## src/rtl/cpu_run_ctrl.sv

```systemverilog
// cpu_run_ctrl: run-control sequencer gating the CPU enable.
// Optional: CPU_RUN_CTRL_HALT_PC_EN captures the PC at each halt.
module cpu_run_ctrl #(
  parameter int PC_W      = 12,
  parameter int CNT_W     = 32,
  parameter int HOLD_CYC  = 2,
  parameter int START_RUN = 1
) (
  input  logic             clk,
  input  logic             rst,
  input  logic             run_req,
  input  logic             step_req,
  input  logic             bp_en,
  input  logic [PC_W-1:0]  bp_addr,
  input  logic [PC_W-1:0]  pc_f,
  input  logic             halt_insn,
  output logic             cpu_en,
  output logic [1:0]       state,
  output logic [CNT_W-1:0] en_cnt,
  output logic [PC_W-1:0]  halt_pc
);

  typedef enum logic [1:0] {
    S_HOLD = 2'd0,
    S_HALT = 2'd1,
    S_RUN  = 2'd2,
    S_DONE = 2'd3
  } state_t;

  localparam logic [3:0] HOLD_LAST =
    4'(HOLD_CYC - 1);
  localparam logic [CNT_W-1:0] CNT_ONE =
    {{(CNT_W-1){1'b0}}, 1'b1};

  state_t           st_q;
  state_t           st_d;
  logic [3:0]       hold_q;
  logic             step_q;
  logic             skip_q;
  logic             skip_d;
  logic             en_d;
  logic             halt_cap;
  logic             step_edge;
  logic             bp_hit;
  logic [CNT_W-1:0] cnt_q;

  assign step_edge = step_req & ~step_q;
  assign bp_hit    = bp_en & (pc_f == bp_addr)
                   & ~skip_q;

  // Next-state, enable and halt-capture decode.
  always_comb begin
    st_d     = st_q;
    skip_d   = skip_q;
    en_d     = 1'b0;
    halt_cap = 1'b0;
    unique case (st_q)
      S_HOLD: begin
        if (hold_q == HOLD_LAST)
          st_d = (START_RUN != 0) ? S_RUN
                                  : S_HALT;
      end
      S_RUN: begin
        en_d = ~(bp_hit | halt_insn);
        if (en_d)
          skip_d = 1'b0;
        if (halt_insn) begin
          st_d     = S_DONE;
          halt_cap = 1'b1;
        end else if (bp_hit || !run_req) begin
          st_d     = S_HALT;
          halt_cap = 1'b1;
        end
      end
      S_HALT: begin
        if (halt_insn) begin
          st_d     = S_DONE;
          halt_cap = 1'b1;
        end else if (run_req) begin
          st_d   = S_RUN;
          skip_d = 1'b1;
        end else if (step_edge) begin
          en_d = 1'b1;
        end
      end
      S_DONE: begin
        st_d = S_DONE;
      end
      default: begin
        st_d = S_HOLD;
      end
    endcase
  end

  // State, hold window, step edge and skip flag.
  always_ff @(posedge clk) begin
    if (rst) begin
      st_q   <= S_HOLD;
      hold_q <= 4'd0;
      step_q <= 1'b0;
      skip_q <= 1'b0;
    end else begin
      st_q   <= st_d;
      step_q <= step_req;
      skip_q <= skip_d;
      if (st_q == S_HOLD)
        hold_q <= hold_q + 4'd1;
      else
        hold_q <= 4'd0;
    end
  end

  // Saturating count of enabled cycles.
  always_ff @(posedge clk) begin
    if (rst)
      cnt_q <= '0;
    else if (en_d && (cnt_q != '1))
      cnt_q <= cnt_q + CNT_ONE;
  end

  assign cpu_en = en_d;
  assign state  = st_q;
  assign en_cnt = cnt_q;

`ifdef CPU_RUN_CTRL_HALT_PC_EN
  logic [PC_W-1:0] hpc_q;

  // Latch fetch PC on every halt event.
  always_ff @(posedge clk) begin
    if (rst)
      hpc_q <= '0;
    else if (halt_cap)
      hpc_q <= pc_f;
  end

  assign halt_pc = hpc_q;
`else
  assign halt_pc = '0;
`endif

endmodule

```

## config.mk

```make
export PLATFORM = sky130hd
export DESIGN_NAME = cpu_run_ctrl
export DESIGN_NICKNAME = d
export VERILOG_FILES = /design/src/rtl/cpu_run_ctrl.sv
export SDC_FILE = /design/constraint.sdc
export NUM_CORES = 1
export LEC_CHECK = 0
export BUFFER_PORTS_ARGS = -buffer_cell sky130_fd_sc_hd__buf_2
export CAP_MARGIN = 0
export CORE_MARGIN = 4
export CORE_UTILIZATION = 50
export CTS_BUF_LIST = sky130_fd_sc_hd__clkbuf_4
export CTS_CLUSTER_SIZE = 40
export DETAILED_ROUTE_END_ITERATION = 10
export PLACE_DENSITY = 0.79
export SYNTH_ARGS = -nofsm -noshare
export SYNTH_HDL_FRONTEND = slang
export SYNTH_SLANG_ARGS = --single-unit
```

## constraint.sdc

```tcl
create_clock -name clk -period 4.6 [get_ports clk]
set_input_delay 0.92 -clock clk [delete_from_list [all_inputs] [get_ports clk]]
set_output_delay 0.92 -clock clk [all_outputs]
set_load 0.005 [all_outputs]
```

; ---- After elaboration in Yosys (flattened, before gate mapping)
; Index checks and enable logic that the tools add are counted.
[op_classes]
add_sub_neg = 2
eq_ne = 12
n_mux = 14
n_bitwise = 8
n_reduce_logical = 8
[ops]
columns = op, n
row1 = 32-bit by 1-bit adder with 32-bit output (second input constant), 1
row2 = 32-bit inequality test (second input constant), 1
row3 = 12-bit == test, 1
row4 = 2-bit 2-to-1 mux, 5
row5 = 2-bit inequality test (second input constant), 4
row6 = 2-bit one-hot mux with 4 select lines, 1
row7 = 1-bit 2-to-1 mux, 6
row8 = 3-bit inequality test (second input constant), 2
row9 = 4-bit by 1-bit adder with 4-bit output (second input constant), 1
row10 = 2-bit == test (second input constant), 2
row11 = 4-bit by 1-bit == test with 1-bit output (second input constant), 1
row12 = 1-bit NOT, 4
row13 = 1-bit one-hot mux with 2 select lines, 2
row14 = 4-bit AND reduction, 1
row15 = 1-bit bitwise AND, 3
row16 = 3-bit AND reduction, 1
row17 = 2-bit by 1-bit == test with 1-bit output (second input constant), 1
row18 = 2-bit zero test, 1
row19 = 2-bit nonzero test, 1
row20 = 2-bit OR reduction, 1
row21 = 1-bit logical AND, 1
row22 = 1-bit zero test, 1
row23 = 1-bit logical OR, 1
row24 = 1-bit OR, 1
[word_totals]
register_bits = 40
input_bits = 30

; ---- Depth between registers and ports, before layout
; Gate-level depths: netlist (run 1).
[logic_depth]
depth_word = 7
mapped_depth = 10

; ---- Worst setup path before layout (run 1)
; Ideal clock, no wire load.
[synth_timing]
path_type = input port to output port
start = input bp_addr[1]
end = output cpu_en
arrival_time_ns = 2.063
required_ns = 3.680
path_slack_ns = 1.617
stages = 6
n_path_buf = 1
path_cell_list = xor2_1 nor4_1 nand4_1 o21ai_1 clkbuf_1 nor2_1
[synth_between]
elab_chain_len = 6
[synth_rtl]
columns = element, line_no
row1 = "start, declared", 14  ; input logic [PC_W-1:0] bp_addr,
row2 = 12-bit == test, 48  ; assign bp_hit = bp_en & (pc_f == bp_addr)
row3 = 1-bit bitwise AND, 48
row4 = 1-bit bitwise AND, 49  ; & ~skip_q;
row5 = 1-bit OR, 64  ; en_d = ~(bp_hit | halt_insn);
row6 = 1-bit NOT, 64
row7 = 1-bit one-hot mux with 2 select lines, 57  ; unique case (st_q)
row8 = "end, declared", 17  ; output logic cpu_en,
; No other way between the ends.

; ---- Worst setup path after layout (run 1)
[layout_timing]
start = input bp_addr[10]
end = output cpu_en
; Same word-level chain as after synthesis.

==> results by group, run 1 <==
Placed design
  – Number of port buffers: 64
  – DP Wirelength: 4180 um
  – GPL Wtd Cong: 0.794

Flow run
  – Max-cap violation count: 0

Routing
  – Final ANT Viol Nets: 0
  – Avg WL per Cell: 13.4 um
  – DRC errors left: 0
  – Vias: 2346
  – Drt initial violations: 110
  – Total wire length: 5650 um
  – DRT Pass-1 Iters: 4
  – Vias/cell: 5.56

STA
  – Final setup violation count: 0
  – RSZ-0062 raised after global routing: no
  – Final Hold Viols: 0
  – Slew HR: 0.484
  – Min cycle time layout: 3.51 ns
  – Fmax: 0.285 GHz
  – Clock Skews: 0.00305 ns
  – Slew Limit Fails: 0
  – Tightest Pin Transition: 0.774 ns
  – Final Hold Slack: 0.502 ns
  – Setup TNS: 0 ns
  – Fin crit share: 0.763

Logic synthesis
  – Post-synth cell types: 49
  – Number of synthesized flops with an enable pin: 0
  – Top cell type's share of synthesized area: 0.330
  – Share of flip-flops with an asynchronous set or reset: 0
  – Synth top area cells: dfxtp_1 33%, nand4_1 5.2%, xor2_1 4.7%, a21oi_1 4.1%, ha_1 4.1%
  – Area leader, netlist: dfxtp_1
  – Post-synthesis cell area: 2420 um^2
  – Post-synth top flop: dfxtp_1
  – Post-synthesis register bit count: 40
  – Syn_area_per_cell: 8.22 um^2
  – Cell count after synthesis: 295
  – Most common cell in the synthesized netlist: dfxtp_1
  – Sequential fraction of the synthesis area: 0.330
  – Yosys warnings: 0
  – Commonest cells in the netlist: 40 x dfxtp_1, 23 x nor2_1, 20 x a21oi_1, 20 x nand4_1, 16 x nand2_1

Die
  – Full die area: 6030 um^2
  – Chip Height: 77.6 um
  – # IOs: 77
  – Row cnt: 25
  – Die X-Extent: 77.6 um
  – Core area: 4720 um^2
  – Initial Util: 0.513

Clock tree
  – CTS sink cnt: 40
  – # Post-CTS Setup Buffers: 0
  – Post-CTS sizing: 0
  – CTS root buffer: clkbuf_4
  – CTS Buffer Depth: 2
  – CTS buffer count: 5
  – CTS tree: yes
  – Count of hold-fix buffers inserted at cts: 0
  – Clk slew on worst S/H paths: 0.11 ns
  – CTS HTree Levels: 2
  – Worst skew pair latency: 0.34 ns

Worst setup path
  – CP max FO: 14
  – CP Launch Type: primary input
  – R2R depth: 8
  – Worst r2r src: state[1]$_SDFFE_PP0P_
  – CP Capture Type: output port
  – R2r endpoint: en_cnt[30]$_SDFFE_PP0P_
  – Worst path required time: 3.68 ns
  – R2R setup slack: 2.03 ns
  – Arr. time, crit path: 2.59 ns
  – Crit Path Class: in -> out
  – Crit. Startpoint: bp_addr[10]
  – CP endpoint: cpu_en

Global routing
  – Vias in the first global route: 2107
  – Overflow after GRT: 0
  – First-pass GRT wire length: 9300 um
  – Initial antenna violation count: 0
  – Total GRT Usage: 0.185
  – Largest net degree at the start of global routing: 46

Power
  – Maximum VDD drop: 0.157 mV
  – Power per cell area: 284 nW/um^2
  – Leak pwr: 1.13 nW

Status
  – Status: finished clean

Hold path
  – Hold WC Path Type: reg -> reg
  – Hold Crit Start: hold_q[0]$_SDFF_PP0_

Finish
  – Final #Nets: 393
  – Layout Area Growth over Synthesis: 15.1%
  – Layout fillers: 431
  – Share of post-route cells with drive strength above 1: 0.245
  – N_diodes: 0
metrics by stage:
step	cells	total power, mW	area [um^2]	worst slack, ns	utilization
2_1_floorplan	306	0.571	2470	1.62	-
3_3_place_gp	415	0.626	2750	1.11	0.581
3_5_place_dp	415	0.635	2750	1.05	0.581
4_1_cts	422	0.801	2790	1.05	0.591
5_1_grt	422	0.846	2790	0.879	0.591
6_report	422	0.793	2790	1.09	0.591
power breakdown:
part	switching, mW	internal, mW	leakage, nW
Clock	0.111	0.0535	0.0261
Sequential	0.0170	0.363	0.323
Combinational	0.165	0.0837	0.781
Total	0.293	0.500	1.13
area by class of cell:
cell class                      count  area (um^2)  share of cell area
Inverter                            8         30.0              0.0108
Tap cell                           67         83.8              0.0300
Clock buffer                        5         37.5              0.0135
Multi-Input combinational cell    234         1500               0.536
Timing Repair Buffer               66          335               0.120
Sequential cell                    40          801               0.287
Clock inverter                      2         7.51             0.00269
flip-flops by register name, summed over array words and instances (netlist names):
name / count
en_cnt: 32
hold_q: 4
state: 2
skip_q: 1
step_q: 1
cell usage in the layout (no fill, tap or decap), drive strengths merged, types with 2 or more instances in the layout:
| cell | n |
|---|---|
| clkbuf | 5 |
| a21oi | 20 |
| mux2 | 10 |
| and2 | 6 |
| xor2 | 13 |
| buf | 66 |
| nand4 | 21 |
| nand2 | 16 |
| o31ai | 8 |
| nor3b | 3 |
| nand3 | 10 |
| clkinv | 2 |
| or3 | 13 |
| or4 | 8 |
| o21a | 2 |
| conb | 12 |
| nor2b | 13 |
| nor3 | 11 |
| and3 | 3 |
| o21ai | 13 |
| nor4 | 5 |
| inv | 8 |
| ha | 8 |
| nor2 | 23 |
| dfxtp | 40 |
per-layer routing:
metal	vias up	routed length (um)	part of all wire	GRT usage
li1	1177	-	-	-
met1	1074	2450	0.43	0.227
met2	88	2650	0.47	0.319
met3	7	489	0.087	0.0499
met4	0	63	0.011	0.0463
met5	-	0	0	0
logic make-up after synthesis:
group / Yosys count / synth area share
simple gates: 136 / 0.322
compound gates: 53 / 0.134
flops: 40 / 0.330
buf+inv: 32 / 0.0702
xor+xnor: 14 / 0.0506
mux: 11 / 0.0506
fa+ha+maj: 8 / 0.0413
other cells: 1 / 0.00155
worst min path at each step:
stage	endpoint	slack, ns	cells past startpoint
after floorplan	hold_q[0]$_SDFF_PP0_	0.43	1
after global placement	hold_q[0]$_SDFF_PP0_	0.45	1
after detailed placement	hold_q[0]$_SDFF_PP0_	0.46	1
after CTS	en_cnt[1]$_SDFFE_PP0P_	0.51	2
after global routing	hold_q[0]$_SDFF_PP0_	0.53	1
final	hold_q[0]$_SDFF_PP0_	0.50	1
worst max-delay path, cell delays in order:
cell     delay, ns
buf_2         0.10
xor2_1        0.15
nor4_1        0.29
nand4_1       0.25
o21ai_1       0.66
nor2_1        0.07
buf_2         0.15
Note: power is estimated with default switching activity, not from simulation.
==> inputs of run 2 (changes only) <==
--- a/config.mk
+++ b/config.mk
@@ -8,7 +8,7 @@
 export BUFFER_PORTS_ARGS = -buffer_cell sky130_fd_sc_hd__buf_2
 export CAP_MARGIN = 0
 export CORE_MARGIN = 4
-export CORE_UTILIZATION = 50
+export CORE_UTILIZATION = 48
 export CTS_BUF_LIST = sky130_fd_sc_hd__clkbuf_4
 export CTS_CLUSTER_SIZE = 40
 export DETAILED_ROUTE_END_ITERATION = 10
==> constraint.sdc (replaced) <==
create_clock -name clk -period 3.2 [get_ports clk]
set_input_delay 0.64 -clock clk [delete_from_list [all_inputs] [get_ports clk]]
set_output_delay 0.64 -clock clk [all_outputs]
set_load 0.005 [all_outputs]
==> run 2 against run 1 <==
Sequential share of layout area shrank 0.22 points. Wire length grew 3.3%. First-iteration DRC count grew 11%. Critical endpoint unchanged. Largest cell class unchanged.
==> results by group, run 2 (synthesis gave the netlist of run 1 again) <==
Die
  – Chip Height: 79.1 um (was 77.6 um)
  – Die X-Extent: 79.1 um (was 77.6 um)
  – Core area: 4820 um^2 (was 4720 um^2)
  – Initial Util: 0.503 (was 0.513)
  – # IOs: 77 (unchanged)
  – Full die area: 6250 um^2 (was 6030 um^2)
  – Row cnt: 25 (unchanged)

Routing
  – DRT Pass-1 Iters: 5 (was 4)
  – Final ANT Viol Nets: 0 (unchanged)
  – Drt initial violations: 122 (was 110)
  – Avg WL per Cell: 13.7 um (was 13.4 um)
  – Vias/cell: 5.57 (was 5.56)
  – DRC errors left: 0 (unchanged)
  – Vias: 2367 (was 2346)
  – Total wire length: 5840 um (was 5650 um)

STA
  – Slew Limit Fails: 0 (unchanged)
  – RSZ-0062 raised after global routing: no (unchanged)
  – Fmax: 0.360 GHz
  – Worst Slack Setup Final: 0.423 ns (was 1.09 ns)
  – Final Hold Viols: 0 (unchanged)
  – Final Hold Slack: 0.492 ns (was 0.502 ns)
  – Fin crit share: 0.868
  – Slew HR: 0.590 (was 0.484)
  – Setup TNS: 0 ns (unchanged)
  – Min cycle time layout: 2.78 ns
  – Final setup violation count: 0 (unchanged)
  – Tightest Pin Transition: 0.615 ns (was 0.774 ns)
  – Clock Skews: 0.00943 ns (was 0.00305 ns)

Power
  – NetSw: 446 uW (was 293 uW)
  – Power share of the clock group: 0.220 (was 0.208)
  – Leak pwr: 1.15 nW (was 1.13 nW)
  – Internal power: 729 uW (was 500 uW)
  – Maximum VDD drop: 0.292 mV (was 0.157 mV)
  – Combinational Power Share: 0.315 (was 0.313)
  – Part of the power in registers: 0.465 (was 0.479)
  – Sw Share: 0.379 (was 0.369)
  – Power per cell area: 418 nW/um^2 (was 284 nW/um^2)

Global routing
  – Total GRT Usage: 0.191 (was 0.185)
  – Initial antenna violation count: 0 (unchanged)
  – Largest net degree at the start of global routing: 40 (was 46)
  – First-pass GRT wire length: 9780 um (was 9300 um)
  – Overflow after GRT: 0 (unchanged)
  – Vias in the first global route: 2283 (was 2107)

Clock tree
  – CTS tree: yes (unchanged)
  – Clk slew on worst S/H paths: 0.12 ns (was 0.11 ns)
  – CTS Buffer Depth: 2 (unchanged)
  – CTS root buffer: clkbuf_4 (unchanged)
  – Count of hold-fix buffers inserted at cts: 0 (unchanged)
  – CTS buffer count: 5 (unchanged)
  – CTS sink cnt: 40 (unchanged)
  – Worst skew pair latency: 0.37 ns (was 0.34 ns)
  – CTS HTree Levels: 2 (unchanged)
  – Post-CTS sizing: 0 (unchanged)
  – # Post-CTS Setup Buffers: 0 (unchanged)

Hold path
  – Hold WC Path Type: reg -> reg (unchanged)

Worst setup path
  – CP Launch Type: flip-flop (was primary input)
  – CP max FO: 5 (was 14)
  – Worst path required time: 2.56 ns (was 3.68 ns)
  – Arr. time, crit path: 2.14 ns (was 2.59 ns)
  – Crit Path Class: reg -> out (was in -> out)
  – CP Capture Type: output port (unchanged)

Placed design
  – Pre-CTS WS: 0.611 ns (was 1.05 ns)
  – Placed Cells: 417 (was 415)
  – DP Wirelength: 4300 um (was 4180 um)
  – Number of port buffers: 64 (unchanged)
  – GPL Wtd Cong: 0.828 (was 0.794)

Finish
  – Share of post-route cells with drive strength above 1: 0.254 (was 0.245)
  – Commonest non-fill, non-tap cell in the layout: buf_2 (unchanged)
  – Most frequent cells in the layout: 64 x buf_2, 40 x dfxtp_1, 23 x nor2_1, 20 x nand4_1, 20 x a21oi_1 (unchanged)
  – Final #Nets: 395 (was 393)
  – Max reg flops: 32 (unchanged)
  – N_diodes: 0 (unchanged)
  – Post-Layout Cell Count: 425 (was 422)
  – Core Util, Final: 0.584 (was 0.591)
  – Layout Area Growth over Synthesis: 15.9% (was 15.1%)

Status
  – Status: finished clean (unchanged)

Flow run
  – Max-cap violation count: 0 (unchanged)
==> run 2: changes by cell type in the layout (fill, tap and decap cells not counted) <==
cell and delta:
buf_4 +2, clkinv_1 -1, clkinv_2 +2
==> run 2: metrics by stage <==
stage / total power, mW / area (um^2)
floorplan: 0.821 / 2470
global placement: 0.913 / 2760
detailed placement: 0.926 / 2760
CTS: 1.18 / 2810
global route: 1.24 / 2810
finish: 1.18 / 2810
==> run 2: worst paths after layout <==
check,start,to,slack (ns),cells past startpoint
setup reg to reg,state[1]$_SDFFE_PP0P_,en_cnt[28]$_SDFFE_PP0P_,0.63,9
hold / removal,hold_q[0]$_SDFF_PP0_,hold_q[0]$_SDFF_PP0_,0.49,1
hold reg to reg,hold_q[0]$_SDFF_PP0_,hold_q[0]$_SDFF_PP0_,0.49,1
setup / recovery,state[1]$_SDFFE_PP0P_,cpu_en,0.42,8
==> run 2: critical path, stage by stage (launching register included) <==
cell and delay [ns]:
dfxtp_1 0.36, inv_1 0.14, ha_1 0.26, nor3b_2 0.27, and3b_1 0.24, o21ba_2 0.14, o21ai_1 0.09, nor2_1 0.13
buf_2 0.14
==> run 2: layout make-up <==
cell class / count / area, um^2
clock buffer: 5 / 37.5
clock inverter: 3 / 13.8
fill: 460 / 2010
inverter: 8 / 30.0
multi-input combinational: 234 / 1500
sequential: 40 / 801
tap: 67 / 83.8
timing repair buffer: 68 / 350
==> run 2: layer usage <==
metal  vias up  wire length, um  GRT usage
li1       1172                -          -
met1      1094             2490      0.223
met2        91             2790      0.328
met3        10              486     0.0420
met4         0               79     0.0928
met5         -                0          0
==> run 2: power by group through the flow <==
| stage | sequential [mW] | combinational (mW) | clock, mW |
|---|---|---|---|
| 6_report | 0.546 | 0.371 | 0.258 |
| 2_1_floorplan | 0.554 | 0.267 | 0 |
| 3_5_place_dp | 0.558 | 0.368 | 0 |
| 4_1_cts | 0.546 | 0.369 | 0.260 |
| 5_1_grt | 0.552 | 0.413 | 0.278 |
| 3_3_place_gp | 0.555 | 0.358 | 0 |
==> inputs of run 3 (changes only) <==
--- a/config.mk
+++ b/config.mk
@@ -8,10 +8,11 @@
 export BUFFER_PORTS_ARGS = -buffer_cell sky130_fd_sc_hd__buf_2
 export CAP_MARGIN = 0
 export CORE_MARGIN = 4
-export CORE_UTILIZATION = 48
+export CORE_UTILIZATION = 50
 export CTS_BUF_LIST = sky130_fd_sc_hd__clkbuf_4
 export CTS_CLUSTER_SIZE = 40
 export DETAILED_ROUTE_END_ITERATION = 10
+export HOLD_SLACK_MARGIN = 0.02
 export PLACE_DENSITY = 0.79
 export SYNTH_ARGS = -nofsm -noshare
 export SYNTH_HDL_FRONTEND = slang
==> constraint.sdc (replaced) <==
create_clock -name clk -period 3.1 [get_ports clk]
set_input_delay 0.62 -clock clk [delete_from_list [all_inputs] [get_ports clk]]
set_output_delay 0.62 -clock clk [all_outputs]
set_load 0.005 [all_outputs]
==> run 3 against run 2 <==
Power is 5.5% higher. Count of clock-buffer cells in the layout is 2 higher. Wire length is 1.4% lower.
==> results by group, run 3 (synthesis gave the netlist of run 1 again) <==
Worst setup path
  – R2r endpoint: en_cnt[28]$_SDFFE_PP0P_ (unchanged)
  – Crit Path Class: reg -> out (unchanged)
  – Worst r2r src: state[1]$_SDFFE_PP0P_ (unchanged)
  – CP max FO: 5 (unchanged)
  – CP Capture Type: output port (unchanged)
  – R2R setup slack: 0.55 ns (was 0.63 ns)
  – Worst path required time: 2.48 ns (was 2.56 ns)
  – R2R depth: 9 (unchanged)
  – Arr. time, crit path: 2.10 ns (was 2.14 ns)
  – CP Launch Type: flip-flop (unchanged)

Flow run
  – Max-cap violation count: 0 (unchanged)

Die
  – Die X-Extent: 77.6 um (was 79.1 um)
  – Initial Util: 0.513 (was 0.503)
  – Row cnt: 25 (unchanged)
  – Full die area: 6030 um^2 (was 6250 um^2)
  – Core area: 4720 um^2 (was 4820 um^2)
  – Chip Height: 77.6 um (was 79.1 um)
  – # IOs: 77 (unchanged)

Finish
  – Layout Area Growth over Synthesis: 17.0% (was 15.9%)
  – Most frequent cells in the layout: 64 x buf_2, 40 x dfxtp_1, 23 x nor2_1, 20 x nand4_1, 20 x a21oi_1 (unchanged)
  – Final #Nets: 396 (was 395)
  – Max reg flops: 32 (unchanged)
  – Commonest non-fill, non-tap cell in the layout: buf_2 (unchanged)
  – Share of post-route cells with drive strength above 1: 0.256 (was 0.254)
  – N_diodes: 0 (unchanged)

STA
  – Tightest Pin Transition: 0.581 ns (was 0.615 ns)
  – Final setup violation count: 0 (unchanged)
  – RSZ-0062 raised after global routing: no (unchanged)
  – Final Hold Viols: 0 (unchanged)
  – Slew HR: 0.613 (was 0.590)
  – Setup TNS: 0 ns (unchanged)
  – Min cycle time layout: 2.72 ns
  – Clock Skews: 0.0126 ns (was 0.00943 ns)
  – Fmax: 0.368 GHz
  – Slew Limit Fails: 0 (unchanged)
  – Worst Slack Setup Final: 0.382 ns (was 0.423 ns)
  – Fin crit share: 0.877

Placed design
  – DP Wirelength: 4280 um (was 4300 um)
  – GPL Wtd Cong: 0.842 (was 0.828)
  – Number of port buffers: 64 (unchanged)
  – Pre-CTS WS: 0.529 ns (was 0.611 ns)

Power
  – Maximum VDD drop: 0.235 mV (was 0.292 mV)
  – Leak pwr: 1.16 nW (was 1.15 nW)
  – Power per cell area: 437 nW/um^2 (was 418 nW/um^2)

Routing
  – DRT Pass-1 Iters: 4 (was 5)
  – DRC errors left: 0 (unchanged)
  – Drt initial violations: 125 (was 122)
  – Total wire length: 5760 um (was 5840 um)
  – Vias/cell: 5.59 (was 5.57)
  – Final ANT Viol Nets: 0 (unchanged)
  – Avg WL per Cell: 13.5 um (was 13.7 um)
  – Vias: 2383 (was 2367)

Clock tree
  – Count of hold-fix buffers inserted at cts: 0 (unchanged)
  – # Post-CTS Setup Buffers: 0 (unchanged)
  – CTS HTree Levels: 2 (unchanged)
  – Worst skew pair latency: 0.35 ns (was 0.37 ns)
  – CTS Buffer Depth: 2 (unchanged)
  – CTS buffer count: 5 (unchanged)
  – Clk slew on worst S/H paths: 0.11 ns (was 0.12 ns)
  – CTS tree: yes (unchanged)
  – Post-CTS sizing: 0 (unchanged)
  – CTS root buffer: clkbuf_4 (unchanged)
  – CTS sink cnt: 40 (unchanged)

Global routing
  – Vias in the first global route: 2097 (was 2283)
  – Overflow after GRT: 0 (unchanged)
  – Total GRT Usage: 0.193 (was 0.191)
  – Initial antenna violation count: 0 (unchanged)
  – Largest net degree at the start of global routing: 40 (unchanged)
  – First-pass GRT wire length: 9660 um (was 9780 um)

Status
  – Status: finished clean (unchanged)

Hold path
  – Hold Crit Start: hold_q[0]$_SDFF_PP0_ (unchanged)
  – Hold depth: 1 (unchanged)
  – Hold WC Path Type: reg -> reg (unchanged)
  – Hold path endpoint: hold_q[0]$_SDFF_PP0_ (unchanged)
## run 3: cell count changes in the layout (fill, tap and decap cells not counted)
cell,before,now
clkbuf_4,5,7
buf_12,0,1
clkinv_2,2,0
## run 3: how the worst max path moves through the flow
stage | from | endpoint | slack (ns) | cells after the start
finish | state[1]$_SDFFE_PP0P_ | cpu_en | 0.38 | 8
global route | state[1]$_SDFFE_PP0P_ | cpu_en | 0.22 | 8
CTS | state[1]$_SDFFE_PP0P_ | cpu_en | 0.37 | 8
detailed placement | bp_addr[10] | cpu_en | 0.53 | 7
global placement | bp_addr[10] | cpu_en | 0.57 | 7
floorplan | bp_addr[1] | cpu_en | 0.72 | 6
## run 3: critical path: stages, from the launching register on
cell	delay [ns]
dfxtp_1	0.36
inv_1	0.15
ha_1	0.25
nor3b_2	0.26
and3b_1	0.24
o21ba_2	0.14
o21ai_1	0.12
nor2_1	0.10
buf_2	0.12
## run 3: layout make-up
class	count	area [um^2]
well taps	67	83.8
fillers	427	1890
multi-input cells	234	1500
repair buffers	69	370
clock inverters	1	3.75
flip-flops and latches	40	801
clock buffers	7	52.6
inverters	8	30.0
## run 3: stage by stage
stage	hold WS, ns	power (mW)	cells	cell area [um^2]	util
2_1_floorplan	0.433	0.847	306	2470	-
3_3_place_gp	0.448	0.963	418	2780	0.589
3_5_place_dp	0.459	0.976	418	2780	0.589
4_1_cts	0.481	1.25	426	2840	0.601
5_1_grt	0.471	1.32	426	2840	0.601
6_report	0.484	1.24	426	2840	0.601
## run 3: report_power, final
group / switching (mW) / total (mW) / internal, mW
Combinational: 0.253 / 0.403 / 0.150
Sequential: 0.0242 / 0.562 / 0.538
Clock: 0.170 / 0.275 / 0.105
## run 3: routing by layer
| metal | up-vias | global-route usage | routed length, um |
|---|---|---|---|
| met5 | - | 0 | 0 |
| met4 | 0 | 0.0463 | 56 |
| met3 | 5 | 0.0557 | 497 |
| met2 | 105 | 0.313 | 2610 |
| met1 | 1094 | 0.253 | 2600 |
| li1 | 1179 | - | - |
